[src/rtl/ip_uart_rx_if.sv]
// cZ80 I/O bus slave port: request from the CPU side, ready/read-data return.
// Unselected slaves drive zeros so several returns can be ORed together.
interface ip_uart_rx_if;
  logic [7:0] bus_address;
  logic       bus_ioreq;
  logic       bus_write;
  logic       bus_valid;
  logic       bus_ready;
  logic [7:0] bus_wdata;
  logic [7:0] bus_rdata;
  logic       bus_rdata_en;

  modport master (
    output bus_address, bus_ioreq, bus_write, bus_valid, bus_wdata,
    input  bus_ready, bus_rdata, bus_rdata_en
  );

  modport slave (
    input  bus_address, bus_ioreq, bus_write, bus_valid, bus_wdata,
    output bus_ready, bus_rdata, bus_rdata_en
  );
endinterface

[src/rtl/ip_uart_rx.sv]
// 8N1 UART receiver with RX FIFO on the cZ80 I/O bus (DATA at base, STATUS at base+1).
// Define UART_RX_PARITY_EN to receive 8E1 frames and expose the parity error flag.
module ip_uart_rx #(
  parameter int         clk_freq        = 42954540,
  parameter int         uart_freq       = 115200,
  parameter logic [7:0] io_address      = 8'h10,
  parameter int         fifo_depth_log2 = 4
) (
  input  logic        clk,
  input  logic        reset_n,
  ip_uart_rx_if.slave bus,
  input  logic        uart_rx
);

  localparam int DIV   = clk_freq / uart_freq;
  localparam int HALF  = DIV / 2;
  localparam int CNT_W = $clog2(DIV + 1);
  localparam int AW    = fifo_depth_log2;
  localparam int DEPTH = 1 << AW;

  localparam logic [CNT_W-1:0] DIV_LAST  = CNT_W'(DIV - 1);
  localparam logic [CNT_W-1:0] HALF_LAST = CNT_W'(HALF - 1);
  localparam logic [7:0]       ADDR_DATA = io_address;
  localparam logic [7:0]       ADDR_STAT = io_address + 8'd1;

  typedef enum logic [2:0] {
    S_IDLE, S_START, S_DATA, S_PARITY, S_STOP, S_BREAK
  } state_t;

  state_t           state;
  logic [CNT_W-1:0] cnt;
  logic [2:0]       bit_idx;
  logic [7:0]       shift;
  logic             rx_meta, ff_rx;
  logic             push_p1, frm_set_p1, par_set_p1;

  logic [7:0]       mem [DEPTH];
  logic [AW-1:0]    wr_ptr, rd_ptr;
  logic [AW:0]      count;
  logic             ovr_err, frm_err, par_err;
  logic [7:0]       rdata_p1;
  logic             rdata_en_p1;

  // Line synchroniser; resets to the idle level so no false start is seen.
  always_ff @(posedge clk or negedge reset_n) begin
    if (!reset_n) begin
      rx_meta <= 1'b1;
      ff_rx   <= 1'b1;
    end else begin
      rx_meta <= uart_rx;
      ff_rx   <= rx_meta;
    end
  end

  wire bit_tick = (cnt == DIV_LAST);

  // Stage p0: frame sequencing on the synchronised line
  always_ff @(posedge clk or negedge reset_n) begin
    if (!reset_n) begin
      state      <= S_IDLE;
      cnt        <= '0;
      bit_idx    <= '0;
      push_p1    <= 1'b0;
      frm_set_p1 <= 1'b0;
    end else begin
      push_p1    <= 1'b0;
      frm_set_p1 <= 1'b0;
      case (state)
        S_IDLE: begin
          cnt <= '0;
          if (!ff_rx) state <= S_START;
        end
        S_START: begin
          if (cnt == HALF_LAST) begin
            cnt     <= '0;
            bit_idx <= '0;
            state   <= ff_rx ? S_IDLE : S_DATA;
          end else begin
            cnt <= cnt + CNT_W'(1);
          end
        end
        S_DATA: begin
          if (bit_tick) begin
            cnt     <= '0;
            bit_idx <= bit_idx + 3'd1;
            if (bit_idx == 3'd7) begin
`ifdef UART_RX_PARITY_EN
              state <= S_PARITY;
`else
              state <= S_STOP;
`endif
            end
          end else begin
            cnt <= cnt + CNT_W'(1);
          end
        end
        S_PARITY: begin
          if (bit_tick) begin
            cnt   <= '0;
            state <= S_STOP;
          end else begin
            cnt <= cnt + CNT_W'(1);
          end
        end
        S_STOP: begin
          if (bit_tick) begin
            cnt <= '0;
            if (ff_rx) begin
              push_p1 <= 1'b1;
              state   <= S_IDLE;
            end else begin
              frm_set_p1 <= 1'b1;
              state      <= S_BREAK;
            end
          end else begin
            cnt <= cnt + CNT_W'(1);
          end
        end
        S_BREAK: begin
          if (ff_rx) state <= S_IDLE;
        end
        default: state <= S_IDLE;
      endcase
    end
  end

  // Data bits arrive LSB first; the register holds the byte until the stop bit is judged.
  always_ff @(posedge clk) begin
    if (state == S_DATA && bit_tick) shift <= {ff_rx, shift[7:1]};
  end

`ifdef UART_RX_PARITY_EN
  logic par_bad;

  // Even parity: the parity bit makes the total count of ones even.
  always_ff @(posedge clk or negedge reset_n) begin
    if (!reset_n) begin
      par_bad    <= 1'b0;
      par_set_p1 <= 1'b0;
    end else begin
      par_set_p1 <= 1'b0;
      if (state == S_PARITY && bit_tick) par_bad <= ff_rx ^ (^shift);
      if (state == S_STOP && bit_tick && ff_rx) par_set_p1 <= par_bad;
    end
  end
`else
  assign par_set_p1 = 1'b0;
`endif

  // Stage p1: FIFO and bus response
  wire sel      = bus.bus_valid & bus.bus_ioreq &
                  ((bus.bus_address == ADDR_DATA) | (bus.bus_address == ADDR_STAT));
  wire rd_data  = sel & ~bus.bus_write & (bus.bus_address == ADDR_DATA);
  wire rd_stat  = sel & ~bus.bus_write & (bus.bus_address == ADDR_STAT);
  wire wr_stat  = sel &  bus.bus_write & (bus.bus_address == ADDR_STAT);
  wire empty    = (count == '0);
  wire full     = (count == (AW+1)'(DEPTH));
  wire pop      = rd_data & ~empty;
  wire push_ok  = push_p1 & (~full | pop);
  wire ovr_set  = push_p1 & full & ~pop;
  wire flush    = wr_stat & bus.bus_wdata[7];

  wire [7:0] status = {4'b0000, par_err, frm_err, ovr_err, ~empty};

  always_ff @(posedge clk) begin
    if (push_ok) mem[wr_ptr] <= shift;
  end

  always_ff @(posedge clk or negedge reset_n) begin
    if (!reset_n) begin
      wr_ptr      <= '0;
      rd_ptr      <= '0;
      count       <= '0;
      ovr_err     <= 1'b0;
      frm_err     <= 1'b0;
      rdata_p1    <= 8'h00;
      rdata_en_p1 <= 1'b0;
    end else begin
      if (flush) begin
        wr_ptr <= '0;
        rd_ptr <= '0;
        count  <= '0;
      end else begin
        if (push_ok) wr_ptr <= wr_ptr + AW'(1);
        if (pop)     rd_ptr <= rd_ptr + AW'(1);
        count <= count + (AW+1)'(push_ok) - (AW+1)'(pop);
      end
      ovr_err <= ovr_set    | (ovr_err & ~(wr_stat & bus.bus_wdata[1]));
      frm_err <= frm_set_p1 | (frm_err & ~(wr_stat & bus.bus_wdata[2]));
      rdata_en_p1 <= rd_data | rd_stat;
      if (rd_data)      rdata_p1 <= empty ? 8'h00 : mem[rd_ptr];
      else if (rd_stat) rdata_p1 <= status;
      else              rdata_p1 <= 8'h00;
    end
  end

`ifdef UART_RX_PARITY_EN
  always_ff @(posedge clk or negedge reset_n) begin
    if (!reset_n) par_err <= 1'b0;
    else          par_err <= par_set_p1 | (par_err & ~(wr_stat & bus.bus_wdata[3]));
  end

  logic unused_wdata;
  assign unused_wdata = &{1'b0, bus.bus_wdata[6:4], bus.bus_wdata[0]};
`else
  assign par_err = 1'b0;

  logic unused_wdata;
  assign unused_wdata = &{1'b0, bus.bus_wdata[6:3], bus.bus_wdata[0], par_set_p1};
`endif

  assign bus.bus_ready    = sel;
  assign bus.bus_rdata    = rdata_p1;
  assign bus.bus_rdata_en = rdata_en_p1;

endmodule

[src/flat_wrapper.sv]
// flat-port wrapper written by rule: the top's interface ports become plain ports
module ip_uart_rx_flat 
#(
  parameter int         clk_freq        = 42954540,
  parameter int         uart_freq       = 115200,
  parameter logic [7:0] io_address      = 8'h10,
  parameter int         fifo_depth_log2 = 4
)
  (clk, reset_n, uart_rx, bus_bus_address, bus_bus_ioreq, bus_bus_write, bus_bus_valid, bus_bus_wdata, bus_bus_ready, bus_bus_rdata, bus_bus_rdata_en);
  ip_uart_rx_if bus_i ();
  input  logic clk;
  input  logic reset_n;
  input  logic uart_rx;
  input wire logic [$bits(bus_i.bus_address)-1:0] bus_bus_address;
  input wire logic [$bits(bus_i.bus_ioreq)-1:0] bus_bus_ioreq;
  input wire logic [$bits(bus_i.bus_write)-1:0] bus_bus_write;
  input wire logic [$bits(bus_i.bus_valid)-1:0] bus_bus_valid;
  input wire logic [$bits(bus_i.bus_wdata)-1:0] bus_bus_wdata;
  output wire logic [$bits(bus_i.bus_ready)-1:0] bus_bus_ready;
  output wire logic [$bits(bus_i.bus_rdata)-1:0] bus_bus_rdata;
  output wire logic [$bits(bus_i.bus_rdata_en)-1:0] bus_bus_rdata_en;
  assign bus_i.bus_address = bus_bus_address;
  assign bus_i.bus_ioreq = bus_bus_ioreq;
  assign bus_i.bus_write = bus_bus_write;
  assign bus_i.bus_valid = bus_bus_valid;
  assign bus_i.bus_wdata = bus_bus_wdata;
  assign bus_bus_ready = bus_i.bus_ready;
  assign bus_bus_rdata = bus_i.bus_rdata;
  assign bus_bus_rdata_en = bus_i.bus_rdata_en;
  ip_uart_rx #(.clk_freq(clk_freq), .uart_freq(uart_freq), .io_address(io_address), .fifo_depth_log2(fifo_depth_log2)) u_core (.clk(clk), .reset_n(reset_n), .bus(bus_i), .uart_rx(uart_rx));
endmodule
[config.mk]
export PLATFORM = sky130hd
export DESIGN_NAME = ip_uart_rx_flat
export DESIGN_NICKNAME = d
export VERILOG_FILES = /design/src/rtl/ip_uart_rx_if.sv /design/src/rtl/ip_uart_rx.sv /design/src/flat_wrapper.sv
export SDC_FILE = /design/constraint.sdc
export NUM_CORES = 1
export LEC_CHECK = 0
export ABC_CLOCK_PERIOD_IN_PS = 2650
export BUFFER_PORTS_ARGS = -buffer_cell sky130_fd_sc_hd__buf_2
export CELL_PAD_IN_SITES_DETAIL_PLACEMENT = 2
export CELL_PAD_IN_SITES_GLOBAL_PLACEMENT = 2
export CORE_MARGIN = 2
export CORE_UTILIZATION = 46
export DETAILED_ROUTE_END_ITERATION = 8
export HOLD_SLACK_MARGIN = 0.1
export PLACE_DENSITY_LB_ADDON = 0.3
export SETUP_SLACK_MARGIN = 0.15
export SLEW_MARGIN = 20
export SYNTH_ARGS = -nofsm -noshare
export SYNTH_HDL_FRONTEND = slang
export SYNTH_SLANG_ARGS = --single-unit
export TNS_END_PERCENT = 10
[constraint.sdc]
create_clock -name clk -period 2.65 [get_ports clk]
set_input_delay 0 -clock clk [delete_from_list [all_inputs] [get_ports clk]]
set_output_delay 0 -clock clk [all_outputs]
set_load 0.01 [all_outputs]
After elaboration in Yosys (flattened, before gate mapping) --
Memory sizes are Yosys's and may differ from the RTL's. Cells that the tools add are included.
Storage, ports and cells: register bits after elaboration 51, memory bits (writable) 128, input bits 22, output and inout bits 10, logic and storage cells 109, memories kept 1
Memories:
- u_core.mem | words 16, width 8, read ports 1, clocked after memory_dff 0, wr ports 1, line ip_uart_rx.sv:37 | logic [7:0] mem [DEPTH];
Cells by class: add/subtract/negate cells 6, eq/ne operators 18, muxes and demuxes 32, bitwise logic cells 27, reduce and logical (&&, ||, !) cells 10
Operator list (count):
- 3-bit 2-to-1 mux | 11
- 9-bit case mux with 3 select lines | 1
- 9-bit 2-to-1 mux | 2
- 3-bit case mux with 6 select lines | 1
- 1-bit bitwise AND | 16
- 8-bit by 5-bit equality test with 1-bit output, second input constant | 2
- 4-bit 2-to-1 mux | 4
- 8-bit 2-to-1 mux | 2
- 2-bit by 1-bit != test with 1-bit output, second input constant | 6
- 9-bit by 1-bit adder with 9-bit output, second input constant | 1
- 3-bit equality test, second input constant | 3
- 9-bit by 8-bit equality test with 1-bit output, second input constant | 1
- 9-bit equality test, second input constant | 1
- 4-bit by 1-bit adder with 4-bit output, second input constant | 2
- 1-bit 2-to-1 mux | 8
- 7-bit AND reduction | 1
- 3-bit by 2-bit equality test with 1-bit output, second input constant | 2
- 1-bit NOT | 6
- 3-bit case mux with 2 select lines | 1
- 2-bit nonzero test | 3
- 5-bit by 1-bit adder with 5-bit output | 1
- 5-bit equality test, second input constant | 1
- 5-bit logical NOT | 1
- 5-bit 2-to-1 mux | 1
- 11 further kinds | 15

Logic depth before layout (Yosys ltp) --
Gate-level depths: netlist of run 1.
word-level depth 11, gate-level depth with buffers 13, gate-level depth less buffers 13

Worst setup path after synthesis of run 1 --
OpenSTA, ideal clock, no wires.
path type flip-flop to flip-flop, from register u_core.count[3], to register u_core.count[4], setup time 0.077 ns, arrival 2.211 ns, required time 2.573 ns, path slack 0.362 ns, stages on the path, launching flop included 14, path buffers 0, period minus slack after synthesis 2.288 ns, path through dfrtp_1 > inv_1 > ha_1 > nand4_1 > o21ai_1 > inv_1 > ha_1 > inv_1 > fa_1 > inv_1 > a21oi_1 > nor2_1 > or3_1 > a21oi_1
On the way: word-level cells in the longest chain between the ends 8, elaborated cells between the ends (all ways) 10, classes of those cells add/sub: 2; eq/ne: 1; mux: 1; bitwise: 5; reduce/logical: 1
Ends and longest elaborated chain:
- start, declared | line ip_uart_rx.sv:39 | logic [AW:0] count;
- start signal, assigned | line ip_uart_rx.sv:186 | count <= count + (AW+1)'(push_ok) - (AW+1)'(pop);
- 5-bit logical NOT | line ip_uart_rx.sv:156 | wire empty = (count == '0);
- 1-bit NOT | line ip_uart_rx.sv:158 | wire pop = rd_data & ~empty;
- 1-bit bitwise AND | line ip_uart_rx.sv:158
- 1-bit OR | line ip_uart_rx.sv:159 | wire push_ok = push_p1 & (~full | pop);
- 1-bit bitwise AND | line ip_uart_rx.sv:159
- 5-bit by 1-bit adder with 5-bit output | line ip_uart_rx.sv:186
- 5-bit by 1-bit subtractor with 5-bit output (*) | line ip_uart_rx.sv:186
- 5-bit 2-to-1 mux (*) | line ip_uart_rx.sv:179 | if (flush) begin
Every way passes the cells marked *; elsewhere a longest branch is shown, timed or not. A chain may end at the register's enable or synchronous reset.

Worst setup path in the final report of run 1 --
from register u_core.count[2], to register u_core.count[4]
The elaborated chain is that of the path after synthesis.

==> results of run 1 <==
==> flip-flops by register name (all words and copies together) (netlist names) <==
signal / count
u_core.wr_ptr: 4
u_core.bus.bus_rdata_en: 1
u_core.push_p1: 1
u_core.ovr_err: 1
u_core.mem: 128
u_core.rd_ptr: 4
u_core.shift: 8
u_core.rx_meta: 1
u_core.count: 5
u_core.state: 3
u_core.frm_set_p1: 1
u_core.bus.bus_rdata: 8
u_core.ff_rx: 1
u_core.frm_err: 1
u_core.bit_idx: 3
u_core.cnt: 9
==> repair_timing <==
action,CTS,global route
hold buffers,8,0
endpoints found under the setup margin,3,2
resized for setup,2,10
cloned,0,0
pin swaps,0,5
endpoints found under the hold margin,35,0
setup buffers,1,6
==> final timing paths <==
kind | end | cells past startpoint | slack [ns] | from
setup reg to reg | u_core.count[4] | 13 | 0.17 | u_core.count[2]
hold / removal | u_core.frm_err | 5 | 0.12 | bus_bus_ioreq
setup / recovery | u_core.count[4] | 13 | 0.17 | u_core.count[2]
max in group asynchronous | u_core.count[1] | 3 | 1.73 | reset_n
hold reg to reg | u_core.ff_rx | 0 | 0.36 | u_core.rx_meta
min in group asynchronous | u_core.cnt[5] | 2 | 0.18 | reset_n
==> layout make-up <==
cell class	instances	area share (%)
Clock inverter	10	1.19
Timing Repair Buffer	57	4.74
Clock buffer	22	5.27
Multi-Input combinational cell	223	25.0
Sequential cell	179	59.9
Inverter	17	0.741
Tap cell	216	3.14
==> metrics by stage <==
stage / worst slack, ns / cells
finish: 0.174 / 724
global route: 0.0708 / 724
CTS: 0.153 / 718
detailed placement: 0.0574 / 677
global placement: 0.276 / 677
floorplan: 0.362 / 434
==> worst reg2reg max path: cells and delay by family, from the launching register on <==
family,cells,cell delay [ns]
buffers and inverters,4,0.27
DFF,1,0.40
adders and majority gates,3,0.59
AOI/OAI and AO/OA,3,0.53
and+or+nand+nor,3,0.63
==> power breakdown <==
group | leakage, uW | internal [uW] | switching [uW]
Combinational | 0.00107 | 87.8 | 85.7
Clock | 0.000266 | 1330 | 1090
Sequential | 0.00179 | 3010 | 21.7
==> logic make-up after synthesis <==
logic type	after synthesis
mux	40
fa+ha+maj	15
xor+xnor	9
buf+inv	32
compound gates	58
simple gates	101
flops	179
==> layout by cell type (no fill, tap or decap), drive strengths merged, types with 5 or more instances in the layout <==
cell type	n
buf	49
dlygate4sd3	8
and2	17
edfxtp	136
clkbuf	22
nand2	12
nor2b	8
mux4	35
ha	14
nor2	18
a211oi	10
mux2i	5
o21ai	12
dfrtp	41
inv	21
a21oi	10
xor2	7
a22o	5
nand3	12
and3	7
or3	5
==> per-layer routing <==
layer | GRT usage [%] | vias to the layer above | part of all wire (%)
met4 | 12.6 | 0 | 3.4
met5 | 0 | - | 0
li1 | - | 1832 | -
met1 | 29.3 | 2191 | 41
met3 | 3.97 | 36 | 3.4
met2 | 39.2 | 76 | 52
==> impl_metrics.csv, run 1 <==
group,metric,value,unit
run_status,status,"completed",
worst_setup_path,critPathTopFamily,"simple AND/OR/NAND/NOR gates",
worst_setup_path,cp-end-kind,"flop",
placement,placed_area,7900,sq um
floorplan,coreArea,15900,sq um
pwr,powerDensity,653,nW/um^2
timing,finalClockSkew,0.0116,ns
synth,async_reset_ff_share,24.0,%
cts,numCtsBuffers,17,
synth,syn-cell-area,7450,sq um
finish,drive_above_1_share,24.2,%
global_route,grt_usage,23.4,%
routing,wl_per_cell,26.5,microns
finish,multi_input_area,2150,sq um
worst_setup_path,crit_arrival,2.84,ns
cts,h-tree-depth,4,
min_path,hp-class,"in2reg",
synth,synth_mux_area_share,11.8,%
timing,worst_pin_slew,0.772,ns
routing,dr.pass1.iters,4,
synth,synth_top_family_by_area,"multiplexers",
cts,clk_path_buf_depth,2,
worst_setup_path,crit_type,"reg2reg",
synth,synth_xor_area_share,1.06,%
placement,numPortBuffers,26,
cts,clk_latency,0.44,ns
global_route,grt_max_degree,36,
synth,synthTopCellsByCount,"edfxtp_1, dfrtp_1, mux4_2, nor2_1",
finish,syn_to_final_growth,15.6,%
finish,final_core_utilization,54.2,%
floorplan,die_y,131,microns
synth,ys_seq_elements,179,
finish,fillers,1437,
synth,synthMostInstantiatedCell,"edfxtp_1",
worst_setup_path,critical_path_buf_inv_count,4,
timing,setup_viol,0,
finish,nets,532,
synth,yosysTopAreaCellShare,54.8,%
timing,slew_headroom,48.5,%
synth,yosys.area.top_type,"edfxtp_1",
floorplan,initial_utilization,46.9,%
synth,synth_nets,471,
global_route,grt_pass1_wl,29.0,mm
synth,yosysSeqAreaShare,69.3,%
worst_setup_path,cp_max_fo,2,
placement,dp_hpwl,12.6,mm
cts,clkTransAtPathRegs,0.06,ns
routing,drcViolationCount,0,
cts,cts.sink_count,179,
job,maxCapViolCount,0,
pwr,leakage,0.00312,uW
global_route,gr-total-overflow,0,
synth,ys_types,52,
timing,hold_slack,0.125,ns
floorplan,die_w,131,microns
placement,routabilityCongestion,0.730,
routing,dr.first_iter.drc_count,259,
worst_setup_path,critPathLaunchType,"flop",
synth,synth_ff_type,"edfxtp_1",
timing,hold_viol_final,0,
finish,seq_area,5160,sq um
timing,min_period,2.48,ns
worst_setup_path,required,3.01,ns
synth,synth_edf_count,136,
global_route,antenna_found_initial,0,
worst_setup_path,path_cells,"inv_2, ha_2, nand4_1, o21ai_2, inv_2, ha_2, inv_2, fa_2, inv_1, a21oi_2, nor2_1, or3_1, a21oi_2",
cts,cts_root_buffer,"clkbuf_16",
floorplan,fp-row-count,46,
synth,synth-compound-area-share,5.56,%
floorplan,die-area,17200,sq um
synth,synth-adder-area-share,2.62,%
timing,maxSlewViolCount,0,
routing,via_per_inst,5.71,
worst_setup_path,critPathMostFrequentCell,"inv_2",
cts,cts_tree,"yes",
timing,timing.fmax,404,MHz
finish,final_area,8610,sq um
synth,syn-instance-count,434,
floorplan,num_io_pins,32,
global_route,grt_pass1_vias,4706,
worst_setup_path,max_stage_delay,0.40,ns
pwr,vdd_ir_drop_max,462,uV
synth,yosys_warnings,0,
synth,yosys-top-cells-area,"edfxtp_1, dfrtp_1, mux4_2",
timing,post-route-period-util,93.4,%
timing,tns,0,ns
worst_setup_path,worst_path_max_delay_cell,"dfrtp_1",
synth,yosys.area_share.simple,7.55,%
finish,n_antenna_cell,0,
routing,detail-route-antenna-nets,0,
routing,wl,19.2,mm
timing,rsz0062_at_grt,"true",
synth,avgSynthCellArea,17.2,sq um
routing,vias,4135,
pwr,p_total,5630,uW
Power figures use the tool's default switching activity.
==> inputs of run 2 (changes only) <==
- CORE_ASPECT_RATIO: unset -> 2
==> impl_metrics.csv, run 2 (synthesized netlist as in run 1, its figures left out) <==
group,metric,value,unit
run_status,status,"completed",
timing,post-route-period-util,91.7,%
finish,syn_to_final_growth,15.1,%
global_route,antenna_found_initial,0,
pwr,vdd_ir_drop_max,441,uV
floorplan,fp-row-count,65,
timing,finalClockSkew,0.0128,ns
placement,placed_area,7870,sq um
routing,detail-route-antenna-nets,0,
timing,min_period,2.43,ns
timing,maxSlewViolCount,0,
pwr,power_frac_seq,53.9,%
timing,tns,0,ns
finish,drive_above_1_share,23.6,%
finish,final_cell_mix,"edfxtp_1, dfrtp_1, mux4_2, buf_2, buf_4",
finish,seq_area,5160,sq um
floorplan,die_y,184,microns
global_route,gr-total-overflow,0,
global_route,grt_max_degree,44,
placement,pre_cts_slack,0.0131,ns
timing,rsz0062_at_grt,"true",
finish,top_regs,"u_core.mem x128, u_core.cnt x9",
job,maxCapViolCount,0,
worst_setup_path,critPathTopFamily,"simple AND/OR/NAND/NOR gates",
worst_setup_path,cp-end-kind,"flop",
routing,drcViolationCount,0,
worst_setup_path,critPathLaunchType,"flop",
routing,via_per_inst,5.89,
finish,top_register,"u_core.mem",
worst_setup_path,cp_max_fo,8,
finish,largest_reg_flops,128,
floorplan,initial_utilization,47.0,%
cts,cts_tree,"yes",
finish,stdcell_count,709,
worst_setup_path,crit_arrival,2.51,ns
timing,setup_viol,0,
worst_setup_path,path_cells,"inv_2, ha_4, nand4_1, o21ai_2, buf_4, buf_4, nor3b_1, and2_1",
cts,numCtsBuffers,17,
timing,worst_pin_slew,0.718,ns
routing,dr.first_iter.drc_count,247,
worst_setup_path,crit_type,"reg2reg",
placement,dp_hpwl,12.9,mm
floorplan,num_io_pins,32,
finish,nets,532,
worst_setup_path,max_stage_delay,0.50,ns
routing,vias,4173,
routing,dr.pass1.iters,4,
cts,clk_path_buf_depth,2,
pwr,p_switching,1230,uW
timing,worst_slack,0.221,ns
worst_setup_path,critPathMostFrequentCell,"buf_4",
finish,final_common_cell,"edfxtp_1",
pwr,powerDensity,655,nW/um^2
pwr,combPwrFrac,2.8,%
placement,routabilityCongestion,0.784,
finish,multi_input_area,2150,sq um
placement,numPortBuffers,26,
floorplan,coreArea,15900,sq um
pwr,clkPwrFrac,43.3,%
finish,fillers,1405,
cts,cts_root_buffer,"clkbuf_16",
routing,wl_per_cell,27.5,microns
floorplan,die-area,17300,sq um
pwr,switching_share,21.9,%
timing,hold_slack,0.115,ns
finish,final_area,8580,sq um
global_route,grt_usage,24.6,%
global_route,grt_pass1_wl,30.1,mm
pwr,leakage,0.00312,uW
timing,slew_headroom,52.1,%
worst_setup_path,required,2.73,ns
placement,placed_cells,664,
worst_setup_path,worst_path_max_delay_cell,"and2_1",
cts,cts.sink_count,179,
routing,wl,19.5,mm
finish,n_antenna_cell,0,
floorplan,die_w,94.0,microns
cts,clkTransAtPathRegs,0.07,ns
pwr,intPower,4380,uW
global_route,grt_pass1_vias,4836,
timing,timing.fmax,412,MHz
timing,hold_viol_final,0,
cts,h-tree-depth,4,
worst_setup_path,critical_path_buf_inv_count,3,
cts,clk_latency,0.44,ns
min_path,hp-class,"in2async",
[run 2: worst register-to-register path, cell delays in order (launching register included)]
cell and delay, ns:
dfrtp_1 0.38, inv_2 0.07, ha_4 0.17, nand4_1 0.13
o21ai_2 0.09, buf_4 0.14, buf_4 0.14, nor3b_1 0.43
and2_1 0.51
[run 2: layer usage]
metal	routed length, microns	vias to the layer above	part of all wire [%]	global-route usage (%)
li1	-	1819	-	-
met1	7100	2250	36	26.9
met2	11600	79	60	47.0
met3	428	25	2.2	3.73
met4	364	0	1.9	8.64
met5	0	-	0	0
[run 2: final timing paths]
kind | startpoint | end | slack, ns | cells past startpoint
worst min-delay path | reset_n | u_core.bus.bus_rdata[4] | 0.12 | 2
worst max register to register | u_core.count[3] | u_core.mem[4][2] | 0.22 | 8
max in group asynchronous | reset_n | u_core.bit_idx[2] | 2.09 | 2
worst max-delay path | u_core.count[3] | u_core.mem[4][2] | 0.22 | 8
min in group clk | uart_rx | u_core.rx_meta | 0.21 | 2
worst min register to register | u_core.rx_meta | u_core.ff_rx | 0.36 | 0
[run 2: through the flow]
step | util [%] | total power, uW
finish | 54.1 | 5610
global route | 54.1 | 5760
CTS | 53.9 | 5670
detailed placement | 49.6 | 3220
global placement | 49.6 | 3210
floorplan | - | 3160
[run 2: layout make-up]
| cell class | instances | area share [%] |
|---|---|---|
| Sequential cell | 179 | 60.2 |
| Multi-Input combinational cell | 223 | 25.1 |
| Clock buffer | 18 | 5.00 |
| Timing Repair Buffer | 57 | 4.52 |
| Tap cell | 201 | 2.93 |
| Clock inverter | 14 | 1.50 |
| Inverter | 17 | 0.744 |
[run 2: what timing repair did]
action / 4_1_cts / 5_1_grt
resized for setup: 7 / 3
pin swaps: 2 / 2
setup buffers: 1 / 3
hold endpoints to repair: 47 / 0
endpoints found under the setup margin: 33 / 3
hold buffers: 9 / 0
[run 2: power by group through the flow]
| stage | registers (uW) | clock network (uW) | logic, uW |
|---|---|---|---|
| floorplan | 3080 | 0 | 86.0 |
| global placement | 3080 | 0 | 124 |
| detailed placement | 3080 | 0 | 136 |
| CTS | 3030 | 2480 | 156 |
| global route | 3030 | 2560 | 179 |
| finish | 3030 | 2430 | 156 |
==> inputs of run 3 (changes only) <==
- ABC_AREA: unset -> 1
- CORE_UTILIZATION: 46 -> 41
==> impl_metrics.csv, run 3 <==
group,metric,value,unit
finish,final_cell_mix,"edfxtp_1, nand2_1, nor2_1",
pwr,intPower,4560,uW
finish,top_regs,"u_core.mem x128, u_core.cnt x9",
worst_setup_path,r2r_cells,16,
timing,min_period,2.44,ns
finish,n_antenna_cell,0,
routing,dr.first_iter.drc_count,189,
worst_setup_path,cp-end-kind,"flop",
routing,wl,24.3,mm
floorplan,num_io_pins,32,
global_route,gr-total-overflow,0,
synth,synth_edf_count,136,
timing,hold_viol_final,0,
pwr,vdd_ir_drop_max,428,uV
placement,routabilityCongestion,0.814,
placement,placed_cells,965,
timing,worst_slack,0.213,ns
pwr,power_frac_seq,51.6,%
timing,post-route-period-util,92.0,%
cts,clk_latency,0.44,ns
placement,pre_cts_slack,-0.0915,ns
synth,synthMostInstantiatedCell,"edfxtp_1",
timing,timing.fmax,410,MHz
worst_setup_path,cp_max_fo,5,
floorplan,coreArea,18700,sq um
finish,nets,817,
synth,synthTopCellsByCount,"edfxtp_1, nand2_1, nor2_1, inv_1, o21ai_0",
floorplan,initial_utilization,41.6,%
synth,yosys_warnings,0,
pwr,leakage,0.00375,uW
finish,final_common_cell,"edfxtp_1",
finish,top_register,"u_core.mem",
synth,ys_seq_elements,179,
cts,h-tree-depth,4,
worst_setup_path,required,2.98,ns
routing,wl_per_cell,24.0,microns
synth,yosysTopAreaCellShare,52.6,%
timing,setup_viol,0,
routing,drcViolationCount,0,
floorplan,fp-row-count,71,
synth,syn-cell-area,7760,sq um
finish,seq_area,5160,sq um
cts,numCtsBuffers,17,
worst_setup_path,critPathLaunchType,"flop",
global_route,grt_pass1_wl,37.9,mm
finish,fillers,1897,
routing,dr.pass1.iters,4,
timing,hold_slack,0.100,ns
global_route,antenna_found_initial,0,
floorplan,die-area,20100,sq um
routing,detail-route-antenna-nets,0,
pwr,combPwrFrac,5.7,%
finish,multi_input_area,2250,sq um
timing,rsz0062_at_grt,"false",
placement,numPortBuffers,26,
finish,drive_above_1_share,15.8,%
synth,yosys.area.top_type,"edfxtp_1",
pwr,switching_share,22.8,%
worst_setup_path,crit_type,"reg2reg",
synth,syn-instance-count,717,
synth,synth_nets,754,
finish,final_core_utilization,48.4,%
global_route,grt_max_degree,80,
placement,dp_hpwl,16.6,mm
cts,cts_tree,"yes",
global_route,grt_pass1_vias,6591,
synth,yosysSeqAreaShare,66.5,%
cts,cts.sink_count,179,
worst_setup_path,crit_arrival,2.77,ns
min_path,hp-class,"in2async",
finish,stdcell_count,1012,
routing,via_per_inst,5.51,
pwr,clkPwrFrac,42.7,%
cts,cts_root_buffer,"clkbuf_16",
timing,finalClockSkew,0.00773,ns
cts,clk_path_buf_depth,2,
timing,maxSlewViolCount,0,
routing,vias,5576,
finish,syn_to_final_growth,16.3,%
global_route,grt_usage,25.9,%
synth,avgSynthCellArea,10.8,sq um
cts,clkTransAtPathRegs,0.07,ns
synth,yosys-top-cells-area,"edfxtp_1, dfrtp_1, nand2_1",
timing,worst_pin_slew,0.831,ns
synth,synth_ff_type,"edfxtp_1",
pwr,powerDensity,654,nW/um^2
job,maxCapViolCount,0,
finish,largest_reg_flops,128,
run_status,status,"completed",
floorplan,die_w,101,microns
synth,async_reset_ff_share,24.0,%
timing,slew_headroom,44.6,%
pwr,p_switching,1350,uW
floorplan,die_y,199,microns
finish,final_area,9030,sq um
placement,placed_area,8270,sq um
synth,ys_types,32,
-- run 3: cell families (layout without fill, tap and decap cells) --
| family | Yosys count | count (layout) | synth area share, % |
|---|---|---|---|
| AOI/OAI and AO/OA | 106 | 106 | 7.37 |
| buffers and inverters | 97 | 173 | 5.08 |
| and+or+nand+nor | 310 | 310 | 17.4 |
| adders and majority gates | 15 | 15 | 2.51 |
| DFF | 179 | 179 | 66.5 |
| xor gates and xnor gates | 10 | 10 | 1.13 |
-- run 3: final timing paths --
path,end,start,slack [ns]
min in group clk,u_core.bus.bus_rdata[1],bus_bus_address[3],0.19
hold reg to reg,u_core.ff_rx,u_core.rx_meta,0.36
setup reg to reg,u_core.count[4],u_core.count[3],0.21
setup / recovery,u_core.count[4],u_core.count[3],0.21
max in group asynchronous,u_core.rd_ptr[0],reset_n,2.08
hold / removal,u_core.cnt[4],reset_n,0.10
-- run 3: cell type report --
| type | instances | area share, % |
|---|---|---|
| inverters | 72 | 2.99 |
| clock buffers | 18 | 4.75 |
| multi-input cells | 441 | 24.9 |
| well taps | 219 | 3.04 |
| flip-flops and latches | 179 | 57.2 |
| repair buffers | 69 | 5.43 |
| clock inverters | 14 | 1.69 |
-- run 3: power by group through the flow --
stage	combinational (uW)	sequential, uW	clock (uW)
floorplan	183	3090	0
global placement	250	3100	0
detailed placement	273	3100	0
CTS	297	3040	2570
global route	378	3050	2640
finish	336	3050	2520
-- run 3: metal layers --
layer / global-route usage [%] / wire length [microns] / vias up
met4: 12.5 / 1090 / 0
met3: 3.58 / 398 / 64
met1: 25.5 / 8430 / 2875
met5: 0 / 0 / -
met2: 50.7 / 14400 / 92
li1: - / - / 2545
-- run 3: critical path: stages (launching register included) --
cell and delay (ns):
dfrtp_1 0.38, inv_1 0.09, ha_2 0.18, nand3_2 0.09, nor2_4 0.05, inv_2 0.08, nand2_4 0.09, nor2_4 0.11
inv_2 0.05, o21ai_2 0.07, ha_2 0.21, inv_1 0.07, fa_2 0.38, o21ai_2 0.15, a21oi_1 0.09, xor2_1 0.16
nor2_1 0.05
-- run 3: metrics by stage --
| stage | power [uW] | TNS [ns] |
|---|---|---|
| global route | 6070 | 0 |
| finish | 5910 | 0 |
| CTS | 5910 | 0 |
| global placement | 3350 | 0 |
| detailed placement | 3370 | -0.0915 |
| floorplan | 3270 | 0 |
-- run 3: repair_timing --
action | in CTS | in global routing
endpoints found under the setup margin | 4 | 2
pin swaps | 2 | 5
gates resized for setup | 8 | 6
buffers inserted | 3 | 3
hold buffers | 9 | 0
hold endpoints to repair | 54 | 0
